$ cat config.mk
export PLATFORM = sky130hd
export DESIGN_NAME = z16_dmem_arbiter
export DESIGN_NICKNAME = d
export VERILOG_FILES = /design/src/rtl/z16_dmem_arbiter.sv
export SDC_FILE = /design/constraint.sdc
export NUM_CORES = 1
export LEC_CHECK = 0
export CAP_MARGIN = 40
export CORE_MARGIN = 2
export CORE_UTILIZATION = 22
export CTS_BUF_LIST = sky130_fd_sc_hd__clkbuf_2 sky130_fd_sc_hd__clkbuf_4 sky130_fd_sc_hd__clkbuf_8
export CTS_CLUSTER_SIZE = 25
export DETAILED_ROUTE_END_ITERATION = 6
export GPL_TIMING_DRIVEN = 1
export PLACE_DENSITY = 0.89
export SYNTH_ARGS = -nofsm -noshare
export SYNTH_HDL_FRONTEND = slang
export SYNTH_SLANG_ARGS = --single-unit
export TNS_END_PERCENT = 100
$ cat constraint.sdc
create_clock -name i_clk -period 2.2 [get_ports i_clk]
set_input_delay 0.55 -clock i_clk [delete_from_list [all_inputs] [get_ports i_clk]]
set_output_delay 0.55 -clock i_clk [all_outputs]
set_load 0.01 [all_outputs]
$ cat src/rtl/z16_dmem_arbiter.sv
// Z16 data memory arbiter: round-robin between the CPU (port 0) and the loader/debug
// master (port 1), with a port-1 lock bounded by a watchdog. Optional stats: Z16_DMEM_ARB_STATS_EN.
module z16_dmem_arbiter #(
  parameter int ADDR_W   = 16,
  parameter int DATA_W   = 16,
  parameter int LOCK_MAX = 8
) (
  input  logic              i_clk,
  input  logic              i_rst,
  input  logic              i_m0_req,
  input  logic              i_m0_wen,
  input  logic [ADDR_W-1:0] i_m0_addr,
  input  logic [DATA_W-1:0] i_m0_wdata,
  output logic              o_m0_gnt,
  output logic              o_m0_rvalid,
  output logic [DATA_W-1:0] o_m0_rdata,
  input  logic              i_m1_req,
  input  logic              i_m1_wen,
  input  logic [ADDR_W-1:0] i_m1_addr,
  input  logic [DATA_W-1:0] i_m1_wdata,
  input  logic              i_m1_lock,
  output logic              o_m1_gnt,
  output logic              o_m1_rvalid,
  output logic [DATA_W-1:0] o_m1_rdata,
  output logic [ADDR_W-1:0] o_mem_addr,
  output logic              o_mem_wen,
  output logic [DATA_W-1:0] o_mem_wdata,
  input  logic [DATA_W-1:0] i_mem_rdata,
  output logic              o_locked,
  output logic              o_lock_timeout
`ifdef Z16_DMEM_ARB_STATS_EN
  ,
  output logic [15:0]       o_conflict_cnt
`endif
);

  localparam int CNT_W = (LOCK_MAX > 2) ? $clog2(LOCK_MAX) : 1;
  localparam logic [CNT_W-1:0] CNT_LAST = CNT_W'(LOCK_MAX - 1);

  typedef enum logic {S_IDLE, S_LOCKED} state_e;

  state_e            state_q, state_d;
  logic              r_last_q, r_last_d;
  logic [CNT_W-1:0]  lock_cnt_q, lock_cnt_d;
  logic              timeout_q, timeout_d;
  logic              rd_vld_q, rd_vld_d;
  logic              rd_port_q, rd_port_d;
  logic              gnt0, gnt1;

  always_comb begin
    gnt0       = 1'b0;
    gnt1       = 1'b0;
    state_d    = state_q;
    r_last_d   = r_last_q;
    lock_cnt_d = lock_cnt_q;
    timeout_d  = 1'b0;

    // Grants are suppressed during reset so nothing reaches memory.
    if (!i_rst) begin
      if (state_q == S_LOCKED) begin
        gnt1 = i_m1_req;
      end else if (i_m0_req && i_m1_req) begin
        gnt0 = r_last_q;
        gnt1 = !r_last_q;
      end else begin
        gnt0 = i_m0_req;
        gnt1 = i_m1_req;
      end
    end

    if (gnt0) r_last_d = 1'b0;
    if (gnt1) r_last_d = 1'b1;

    case (state_q)
      S_IDLE: begin
        if (gnt1 && i_m1_lock) begin
          state_d    = S_LOCKED;
          lock_cnt_d = '0;
        end
      end
      S_LOCKED: begin
        lock_cnt_d = lock_cnt_q + 1'b1;
        if (!i_m1_lock) begin
          state_d = S_IDLE;
        end else if (lock_cnt_q == CNT_LAST) begin
          // Watchdog release: hand the next tie to the CPU.
          state_d   = S_IDLE;
          r_last_d  = 1'b1;
          timeout_d = 1'b1;
        end
      end
      default: state_d = S_IDLE;
    endcase

    rd_vld_d  = (gnt0 && !i_m0_wen) || (gnt1 && !i_m1_wen);
    rd_port_d = gnt1;
  end

  always_ff @(posedge i_clk) begin
    if (i_rst) begin
      state_q    <= S_IDLE;
      r_last_q   <= 1'b1;
      lock_cnt_q <= '0;
      timeout_q  <= 1'b0;
      rd_vld_q   <= 1'b0;
      rd_port_q  <= 1'b0;
    end else begin
      state_q    <= state_d;
      r_last_q   <= r_last_d;
      lock_cnt_q <= lock_cnt_d;
      timeout_q  <= timeout_d;
      rd_vld_q   <= rd_vld_d;
      rd_port_q  <= rd_port_d;
    end
  end

  always_comb begin
    o_m0_gnt    = gnt0;
    o_m1_gnt    = gnt1;
    o_mem_addr  = '0;
    o_mem_wen   = 1'b0;
    o_mem_wdata = '0;
    if (gnt0) begin
      o_mem_addr  = i_m0_addr;
      o_mem_wen   = i_m0_wen;
      o_mem_wdata = i_m0_wdata;
    end else if (gnt1) begin
      o_mem_addr  = i_m1_addr;
      o_mem_wen   = i_m1_wen;
      o_mem_wdata = i_m1_wdata;
    end
    // Masking with i_rst drops a response that would land in a reset cycle.
    o_m0_rvalid    = rd_vld_q && !rd_port_q && !i_rst;
    o_m1_rvalid    = rd_vld_q &&  rd_port_q && !i_rst;
    o_m0_rdata     = o_m0_rvalid ? i_mem_rdata : '0;
    o_m1_rdata     = o_m1_rvalid ? i_mem_rdata : '0;
    o_locked       = (state_q == S_LOCKED) && !i_rst;
    o_lock_timeout = timeout_q && !i_rst;
  end

`ifdef Z16_DMEM_ARB_STATS_EN
  logic [15:0] conflict_cnt_q, conflict_cnt_d;

  always_comb begin
    conflict_cnt_d = conflict_cnt_q;
    if (i_m0_req && i_m1_req && conflict_cnt_q != 16'hFFFF)
      conflict_cnt_d = conflict_cnt_q + 16'd1;
  end

  always_ff @(posedge i_clk) begin
    if (i_rst) conflict_cnt_q <= '0;
    else       conflict_cnt_q <= conflict_cnt_d;
  end

  assign o_conflict_cnt = conflict_cnt_q;
`endif

endmodule

Word level (Yosys, flattened, before mapping)
Index checks and enable logic that the tools add are counted. W data, S select, Z words.

$add $sub $neg: 1. Eq/ne operators: 2. Mux-type cells: 26. Bitwise logic cells: 2. Reductions and logical operators: 17.

Operators with widths (count): $mux W16 (6); $mux W1 (17); $logic_and A1 B1 Y1 (10); $pmux W3 S2 (1); $logic_not A1 Y1 (5); $add A3 B1 Y3 const B (1); $eq A3 B3 Y1 const B (1); $mux W3 (1); $reduce_or A3 Y1 (1); $ne A2 B2 Y1 const B (1); $not A1 Y1 (2); $pmux W1 S2 (1); $logic_or A1 B1 Y1 (1).

Flip-flop bits (word level): 8. Bits of input ports: 87. Output and inout bits: 71. Logic and storage cells: 54.

Depth between registers and ports, before layout
Depth after elaboration: 9. Depth in mapped cells: 5. Gate-level depth less buffers: 5.

Least setup slack after synthesis
Ideal clock, no wire load.

Path type: input-to-output. From: in i_rst. To: out o_mem_addr[2]. Arrival time: 1.598 ns. Required time: 1.650 ns. Path slack: 0.052 ns. Stages: 4. Path buffers: 2. Cell sequence: buf_2 -> nor4b_4 -> buf_2 -> a22o_1.

Elaborated cells on any way between the ends: 4. Classes of those cells: mux (4).

RTL lines: from (decl) (line 9) `input logic i_rst,`; $mux W1 (line 59) `if (!i_rst) begin`; net o_m0_gnt (line 14) `output logic o_m0_gnt,`; $mux W16 (line 123) `if (gnt0) begin`; to (decl) (line 25) `output logic [ADDR_W-1:0] o_mem_addr,`.

The timed path passes the listed nets, and every way through them passes these cells.

Final worst setup path
From: in i_m0_req. To: out o_mem_addr[14].

Cells in the longest elaborated chain, start to end: 6. Elaborated cells on any way between the ends: 9. Classes of those cells: mux (8); reduce/logical (1).

RTL lines: from (decl) (line 10) `input logic i_m0_req,`; $logic_and A1 B1 Y1 (line 62) `end else if (i_m0_req && i_m1_req) begin`; $mux W1 (line 62); $mux W1 (line 60) `if (state_q == S_LOCKED) begin`; $mux W1 (line 59); $mux W16 (line 127) `end else if (gnt1) begin`; $mux W16 (*) (line 123).

Mark *: on every way between the ends. The rest lies on a longest branch, timed or not.

==> reports/metrics.csv <==
metric,value,unit
initial antenna violation count,0,
Synth Area in Adders,2.65,%
crit path kind,in2out,
R2R Setup Slk,720,ps
count of final hold-check violations,0,
htree depth,1,
fin util,72.4,%
met2 routed WL,3460,um
P per Cell Area,284,nW/um^2
measured slew at the worst slew-check pin,384,ps
Main synth FF type,dfxtp_1,
Arrival @ worst endpoint,1720,ps
sequential fraction of the synthesis area,17.0,%
most frequent cell after synthesis,and2_1,
slew margin rel.,74.2,%
share of layout cells above drive strength 1,33.1,%
total CTS buffers,3,
WP buf/inv,5,
worst setup margin,-68.9,ps
Hold Crit Endpoint,lock_cnt_q[1],
Final Power,835,uW
Synth Area in Compound Gates,37.4,%
via count,1698,
crit share post-route,103,%
largest family of logic cells by synthesized area,compound AO/OA/AOI/OAI gates,
synth-to-layout area growth,211,%
Worst Path Max Fanout,5,
Critical Path Slowest Stage Cell,and3b_2,
total track usage,24.8,%
drt first pass iters,4,
max layer used,met4,
Root Buffer,clkbuf_8,
largest net degree at the start of global routing,19,
GPL Wtd Cong,0.834,
Final nets,387,
drt initial violations,47,
Netlist cell types,22,
Synth top area share,28.8,%
DRT antenna net count,0,
mux share of post-synthesis cell area,1.19,%
Synth Instances,109,
Initial Utilization,23.3,%
first-pass GRT wire length,9340,um
Worst-path clk slew,40,ps
dpl hpwl,4360,um
crit-path max cell delay,210,ps
crit path time final,2270,ps
# IOs,158,
asr flop ratio synth,0,%
Hold/Removal Path Class,reg2reg,
"Clk Latency, worst-skew pair",230,ps
Finish-stage setup viols,27,
"Avg Cell Area, Syn",8.66,sq um
buffer depth of the longest clock path,2,
hold path depth,1,
XOR/XNOR share of the synthesized area,0,%
"delay-heaviest family, CP",buffers and inverters,
fin. max-slew vios,0,
max_cap viols,0,
PortBufs,157,
DIE AREA,4830,sq um
Max Freq,441,MHz
cts hold-fix bufs,0,
Total Routed Length,6430,um
routed metal-1 wire length,2230,um
WL/cell,18.6,um
post-place instance area,2640,sq um
violated checks,setup timing,
"area leader, netlist",a22o_1,
RSZ-0062 raised after global routing,yes,
core area,4060,sq um
vias in the first global route,1675,
Setup crit end kind,primary output,
WHS,475,ps
Placed Cells incl. Taps,318,
chip height,69.5,um
RR Endpoint,rd_vld_q,
crit path cell chain,buf_6 -> and3b_2 -> nor3b_4 -> buf_12 -> buf_8 -> buf_16 -> a22o_1 -> buf_2,
synth top area cells,"a22o_1 29%, and2_1 21%, dfxtp_1 17%, a22o_2 5.3%, buf_6 3.6%",
FF-to-FF Start,state_q,
fin area,2940,sq um
Setup crit start kind,input port,
Post-synth top cells,"32 x and2_1, 31 x a22o_1, 8 x dfxtp_1",
worst reg2reg path depth,7,
Syn Nets,198,
"flops & latches, synth",8,
drc violations,0,
"EDFF count, synth",0,
status,"finished, violations left",
Overflow after GRT,0,
leakage power,0.00150,uW
die width,69.5,um
Critical Path RT,1650,ps
Ant. Diodes,0,
met3 wire len,532,um
Synth Warn #,0,
Final Skew,0.562,ps
FP Rows,23,
Hold Path Origin,lock_cnt_q[1],
CTS tree,built,
clock sinks,8,
Synth Area in Simple Gates,33.6,%
Finished Layout Cells,346,
post-DR vias/cell,4.91,
VDD IR max,0.366,mV
Synth Cell Area,943,sq um
==> flip-flops by register name, summed over array words and instances (netlist names) <==
signal and count:
timeout_q 1, r_last_q 1, state_q 1, rd_port_q 1, lock_cnt_q 3, rd_vld_q 1
==> cells by family after synthesis <==
logic type	Yosys count
multiplexers	1
buffers and inverters	13
AO/OA/AOI/OAI	40
AND/OR/NAND/NOR	45
flip-flops	8
adder cells (fa/ha/maj)	2
==> repair_timing <==
action                                  in CTS  in global routing
endpoints found under the setup margin      71                 44
gates cloned                                 9                  1
pin swaps                                   13                  9
buffers inserted                            16                  2
gates resized for setup                    234                 20
==> where the power goes <==
part,switching [uW],internal (uW)
combinational,173,330
sequential,4.80,152
clock,57.0,118
total,235,600
==> area by class of cell <==
cell class | count | area, sq um
well taps | 50 | 62.6
inverters | 3 | 11.3
multi-input cells | 88 | 764
flip-flops and latches | 8 | 161
clock buffers | 3 | 41.3
fillers | 312 | 1120
repair buffers | 194 | 1900
==> routing by layer <==
| metal | global-route usage, % | vias to the layer above |
|---|---|---|
| met1 | 26.8 | 787 |
| met3 | 6.98 | 18 |
| li1 | - | 795 |
| met4 | 7.63 | 0 |
| met2 | 46.5 | 98 |
| met5 | 0 | - |
==> layout by cell type (no fill, tap or decap) <==
| cell | Yosys | routed |
|---|---|---|
| clkdlybuf4s50_1 | 0 | 84 |
| buf_2 | 5 | 33 |
| a22o_1 | 31 | 31 |
| and2_1 | 32 | 31 |
| dlygate4sd2_1 | 0 | 23 |
| buf_6 | 3 | 17 |
| buf_4 | 0 | 16 |
| dfxtp_1 | 8 | 7 |
| buf_16 | 0 | 6 |
| a22o_4 | 0 | 5 |
| clkdlybuf4s15_1 | 0 | 4 |
| buf_12 | 0 | 4 |
| inv_1 | 3 | 3 |
| clkbuf_8 | 0 | 3 |
| buf_8 | 0 | 3 |
| nor3b_4 | 1 | 2 |
| nor2b_1 | 3 | 2 |
| a311oi_1 | 2 | 2 |
| nor3b_1 | 3 | 2 |
| ha_1 | 2 | 2 |
| clkbuf_2 | 0 | 2 |
| nor2b_4 | 0 | 1 |
| nor4b_4 | 1 | 1 |
| and3b_2 | 1 | 1 |
| and3b_1 | 1 | 1 |
| and2_4 | 0 | 1 |
| nor2_1 | 1 | 1 |
| nand2_1 | 1 | 1 |
| and3_1 | 1 | 1 |
| mux2_2 | 1 | 1 |
| a31oi_1 | 1 | 1 |
| o21bai_1 | 1 | 1 |
| clkbuf_16 | 0 | 1 |
| dlymetal6s2s_1 | 0 | 1 |
| dfxtp_2 | 0 | 1 |
==> how the worst max path moves through the flow <==
| stage | startpoint | to | slack (ps) | depth (start not counted) |
|---|---|---|---|---|
| 2_1_floorplan | i_rst | o_mem_addr[2] | 50 | 4 |
| 3_3_place_gp | i_rst | o_mem_wdata[3] | -770 | 6 |
| 3_5_place_dp | i_rst | o_mem_wdata[3] | -790 | 6 |
| 4_1_cts | i_m0_req | o_mem_wdata[3] | -70 | 8 |
| 5_1_grt | i_m0_req | o_mem_addr[9] | -110 | 8 |
| 6_report | i_m0_req | o_mem_addr[14] | -70 | 8 |
==> worst reg2reg max path: stages (launching register included) <==
cell     delay [ps]
dfxtp_1         350
and3b_2         240
nor3b_4         210
buf_12          140
buf_8           130
buf_16          130
buf_4           110
a22o_1          120
==> per-stage QoR <==
stage / worst slack [ps] / setup TNS [ps]
6_report: -68.9 / -942
4_1_cts: -70.5 / -1260
5_1_grt: -111 / -2110
2_1_floorplan: 52.1 / 0
3_3_place_gp: -774 / -48770
3_5_place_dp: -789 / -50680
Power figures use the tool's default switching activity.
